<file path="config.mk">
export PLATFORM = sky130hd
export DESIGN_NAME = counter_param_updown
export DESIGN_NICKNAME = d
export VERILOG_FILES = /design/src/rtl/counter_param_updown.sv
export SDC_FILE = /design/constraint.sdc
export NUM_CORES = 1
export LEC_CHECK = 0
export BUFFER_PORTS_ARGS = -buffer_cell sky130_fd_sc_hd__buf_4
export CAP_MARGIN = 0
export CELL_PAD_IN_SITES_DETAIL_PLACEMENT = 1
export CELL_PAD_IN_SITES_GLOBAL_PLACEMENT = 1
export CORE_MARGIN = 1.5
export CORE_UTILIZATION = 35
export CTS_BUF_LIST = sky130_fd_sc_hd__clkbuf_8
export CTS_CLUSTER_SIZE = 12
export DETAILED_ROUTE_END_ITERATION = 7
export PLACE_DENSITY = 0.86
export RECOVER_POWER = 50
export SYNTH_ARGS = -nofsm -noshare
export SYNTH_HDL_FRONTEND = slang
export SYNTH_SLANG_ARGS = --single-unit
</file>
<file path="constraint.sdc">
create_clock -name clk -period 2 [get_ports clk]
set_input_delay 0.4 -clock clk [delete_from_list [all_inputs] [get_ports clk]]
set_output_delay 0.4 -clock clk [all_outputs]
set_load 0.03 [all_outputs]
</file>
<file path="src/rtl/counter_param_updown.sv">
// Parametrised up/down counter: load, programmable modulus, wrap/saturate, compare match, sticky flags.
// Optional step prescaler is built only when COUNTER_PRESCALE_EN is defined.
module counter_param_updown #(
    parameter int                 WIDTH      = 12,
    parameter logic [WIDTH-1:0]   MAX_VAL    = {WIDTH{1'b1}},
    parameter int                 PRESCALE_W = 4
) (
    input  logic                  clk,
    input  logic                  reset,
    input  logic                  enable,
    input  logic                  load,
    input  logic                  up_down,
    input  logic                  sat_mode,
    input  logic [WIDTH-1:0]      data,
    input  logic [WIDTH-1:0]      cmp_val,
    input  logic                  clr_flags,
`ifdef COUNTER_PRESCALE_EN
    input  logic [PRESCALE_W-1:0] prescale,
`endif
    output logic [WIDTH-1:0]      count,
    output logic                  tc,
    output logic                  match,
    output logic                  ovf,
    output logic                  unf
);

    if (WIDTH < 2 || PRESCALE_W < 1) begin : g_cfg_check
        $error("counter_param_updown: WIDTH must be >= 2 and PRESCALE_W >= 1");
    end

    localparam logic [WIDTH-1:0] ONE = {{(WIDTH-1){1'b0}}, 1'b1};

    logic [WIDTH-1:0] count_p0;
    logic             tc_p0;
    logic             ovf_p0;
    logic             unf_p0;
    logic             step;
    logic             at_max;
    logic             at_zero;
    logic             hit_max;
    logic             hit_zero;

    function automatic logic [WIDTH-1:0] clamp_load(input logic [WIDTH-1:0] d);
        return (d > MAX_VAL) ? MAX_VAL : d;
    endfunction

    // Boundaries are equality compares so non-power-of-two moduli never roll over naturally.
    function automatic logic [WIDTH-1:0] next_count(input logic [WIDTH-1:0] c,
                                                    input logic up, input logic sat);
        if (up) begin
            if (c == MAX_VAL) return sat ? MAX_VAL : '0;
            return c + ONE;
        end
        if (c == '0) return sat ? '0 : MAX_VAL;
        return c - ONE;
    endfunction

`ifdef COUNTER_PRESCALE_EN
    logic [PRESCALE_W-1:0] div_p0;
    logic                  div_hit;

    assign div_hit = (div_p0 == prescale);
    assign step    = enable & ~load & div_hit;

    always_ff @(posedge clk or posedge reset) begin
        if (reset) begin
            div_p0 <= '0;
        end else if (load) begin
            div_p0 <= '0;
        end else if (enable) begin
            div_p0 <= div_hit ? '0 : div_p0 + {{(PRESCALE_W-1){1'b0}}, 1'b1};
        end
    end
`else
    assign step = enable & ~load;
`endif

    assign at_max   = (count_p0 == MAX_VAL);
    assign at_zero  = (count_p0 == '0);
    assign hit_max  = step & up_down & at_max;
    assign hit_zero = step & ~up_down & at_zero;

    // Stage p0: count, terminal pulse and sticky flags; a flag set beats a same-edge clear.
    always_ff @(posedge clk or posedge reset) begin
        if (reset) begin
            count_p0 <= '0;
            tc_p0    <= 1'b0;
            ovf_p0   <= 1'b0;
            unf_p0   <= 1'b0;
        end else begin
            tc_p0  <= hit_max | hit_zero;
            ovf_p0 <= hit_max  | (ovf_p0 & ~clr_flags);
            unf_p0 <= hit_zero | (unf_p0 & ~clr_flags);
            if (load) begin
                count_p0 <= clamp_load(data);
            end else if (step) begin
                count_p0 <= next_count(count_p0, up_down, sat_mode);
            end
        end
    end

    assign count = count_p0;
    assign tc    = tc_p0;
    assign ovf   = ovf_p0;
    assign unf   = unf_p0;
    assign match = (count_p0 == cmp_val);

endmodule
</file>
==> impl_metrics.toml <==
[status]
status = "finished clean"

[die]
initial_core_util = 0.3667
die_x_um = 70.78
io_pins = 47
num_rows = 24
die_height_um = 70.78
die_area_um2 = 5009
core_um2 = 4384

[global_route]
gr-total-overflow = 0
antenna_found_initial = 0
grt_max_degree = 30
grt_pass1_wl_mm = 9.363
grt_pass1_vias = 1897
globalRouteTotalUtil = 0.2333

[clock_network]
cts_made_buffers = 3
clock_latency_ns = 0.25
cts-hold-fix-buffers = 0
htreeDepth = 1
clk_pin_slew_worst_paths_ns = 0.07
cts_root_buf = "clkbuf_8"
clk_path_buf_depth = 2
clock_sinks = 15
cts_tree = "yes"

[cells_and_area]
nNetsFinal = 293
multiInputGateArea_um2 = 1149
drive_gt1_frac = 0.3760
layout_commonest_cell = "buf_4"
area_growth_pct = 36.11
layout_common_cells = "buf_4, a21oi_1, xnor2_1"
final_core_util = 0.4991
fillers = 544
antenna_cells = 0
seq_area_um2 = 384.1

[worst_setup_path]
critPathLaunch = "count[8]"
cp_max_fo = 8
crit_buf_inv = 2
required_ns = 1.60
cpMaxStageDelayCell = "dfrtp_2"
crit_top_cell = "buf_4"
arrival_ns = 1.52
cp-end-kind = "output pin"
cp-start-kind = "flop"
max_stage_delay_ns = 0.47
r2r_start = "count[8]"
path_cells = "buf_4 > xnor2_1 > nand4_1 > nor3_2 > buf_4"
crit_family = "flip-flops"
path_class = "flop to output pin"

[timing]
period_minus_slack_ns = 1.915
slew_violations = 0
slew_headroom = 0.5418
setup_viol = 0
skew_ns = 0.005180
fin_tns_setup_ns = 0
hold_viol_final = 0
worstMarginPinSlew_ns = 0.6866
period_share = 0.9576
whs_ns = 0.2495
clock.fmax_mhz = 522.1

[placement]
dp_hpwl_mm = 4.308
port_buffers = 46
gp_congestion = 0.9299

[routing]
viasPerCell = 5.910
detail_route.wl_per_cell_um = 18.62
detail-route-antenna-nets = 0
drtIter0Drc = 123
drc = 0
detailroute.via_count = 1832
totalWireLength_mm = 5.771
first_pass_iters = 4

[power_and_ir_drop]
p_total_w = 0.001251
power.leakage_nw = 0.9124
peakVddDrop_mv = 0.3403
power_density_nw_per_um2 = 571.9

[yosys]
synth_ff_type = "dfrtp_1"
synth-seq-area-share = 0.2335
synth_warnings = 0
postSynthCellCount = 200
avgSynthCellArea_um2 = 8.039
synth_seq_cells = 15
synth_edf_count = 0
synthArstFlopShare = 1.000
yosysUniqueCellTypes = 49
synth_area_um2 = 1608
syn-num-nets = 234

[run]
maxCapViolCount = 0

[worst_hold_path]
hold_class = "primary input to async pin"
layer usage:
layer	wire, um	track usage	vias to the layer above	part of all wire
li1	-	-	856	-
met3	389	0.02422	12	0.067
met2	2861	0.4081	72	0.50
met1	2383	0.3036	892	0.41
met4	137	0.06918	0	0.024
met5	0	0	-	0
area by class of cell:
type / count / area share
Multi-Input combinational cell: 162 / 0.5249
Clock inverter: 1 / 0.002287
Clock buffer: 3 / 0.01887
Sequential cell: 15 / 0.1755
Tap cell: 52 / 0.02973
Timing Repair Buffer: 71 / 0.2384
Inverter: 6 / 0.01029
timing repair:
action	in CTS	in global routing
gates resized for setup	0	5
endpoints found under the setup margin	0	10
endpoints found under the hold margin	0	0
setup buffers	0	3
through the flow:
step | setup slack (ns) | instances | cell area [um^2]
2_1_floorplan | -0.006869 | 200 | 1643
3_3_place_gp | 0.07481 | 303 | 2122
3_5_place_dp | 0.04558 | 303 | 2122
4_1_cts | 0.02402 | 307 | 2168
5_1_grt | -0.01694 | 310 | 2188
6_report | 0.08480 | 310 | 2188
logic make-up after synthesis:
| kind of cell | after synthesis | synth area share |
|---|---|---|
| compound gates | 61 | 0.2428 |
| xor+xnor | 23 | 0.1253 |
| fa+ha+maj | 3 | 0.02335 |
| buf+inv | 23 | 0.07237 |
| flops | 15 | 0.2335 |
| mux | 1 | 0.006226 |
| simple gates | 74 | 0.2965 |
synthesized netlist by cell type, types with 8 or more instances:
library cell	n	area, um^2
a21oi_1	22	110.1
buf_2	9	45.04
dfrtp_1	15	375.4
nand2_1	9	33.78
nand4_1	9	56.30
nor2_1	9	33.78
nor3b_1	8	60.06
o21ai_0	9	45.04
xnor2_1	20	175.2
registers in the layout, summed over array words and instances, names as in the netlist:
name,count
count,12
ovf,1
tc,1
unf,1
worst reg2reg max path: cells and delay by family, from the launching register on:
family	cells	cell delay, ns
AND/OR/NAND/NOR	3	0.94
AO/OA/AOI/OAI	2	0.38
flip-flops	1	0.47
worst paths after layout:
| kind | endpoint | slack, ns | cells after the start |
|---|---|---|---|
| setup / recovery | match | 0.08 | 5 |
| hold / removal | count[9] | 0.25 | 2 |
| setup reg to reg | count[1] | 0.09 | 5 |
| hold reg to reg | unf | 0.52 | 1 |
| max in group asynchronous | count[4] | 1.27 | 2 |
| min in group clk | count[1] | 0.36 | 3 |
power by group:
| part | internal [W] | switching (W) | leakage [nW] | total [W] |
|---|---|---|---|---|
| clock | 0.000138 | 0.000125 | 0.0255 | 0.000263 |
| sequential | 0.000335 | 0.0000571 | 0.180 | 0.000392 |
| combinational | 0.000273 | 0.000323 | 0.707 | 0.000596 |
(Power assumes the default switching activity.)
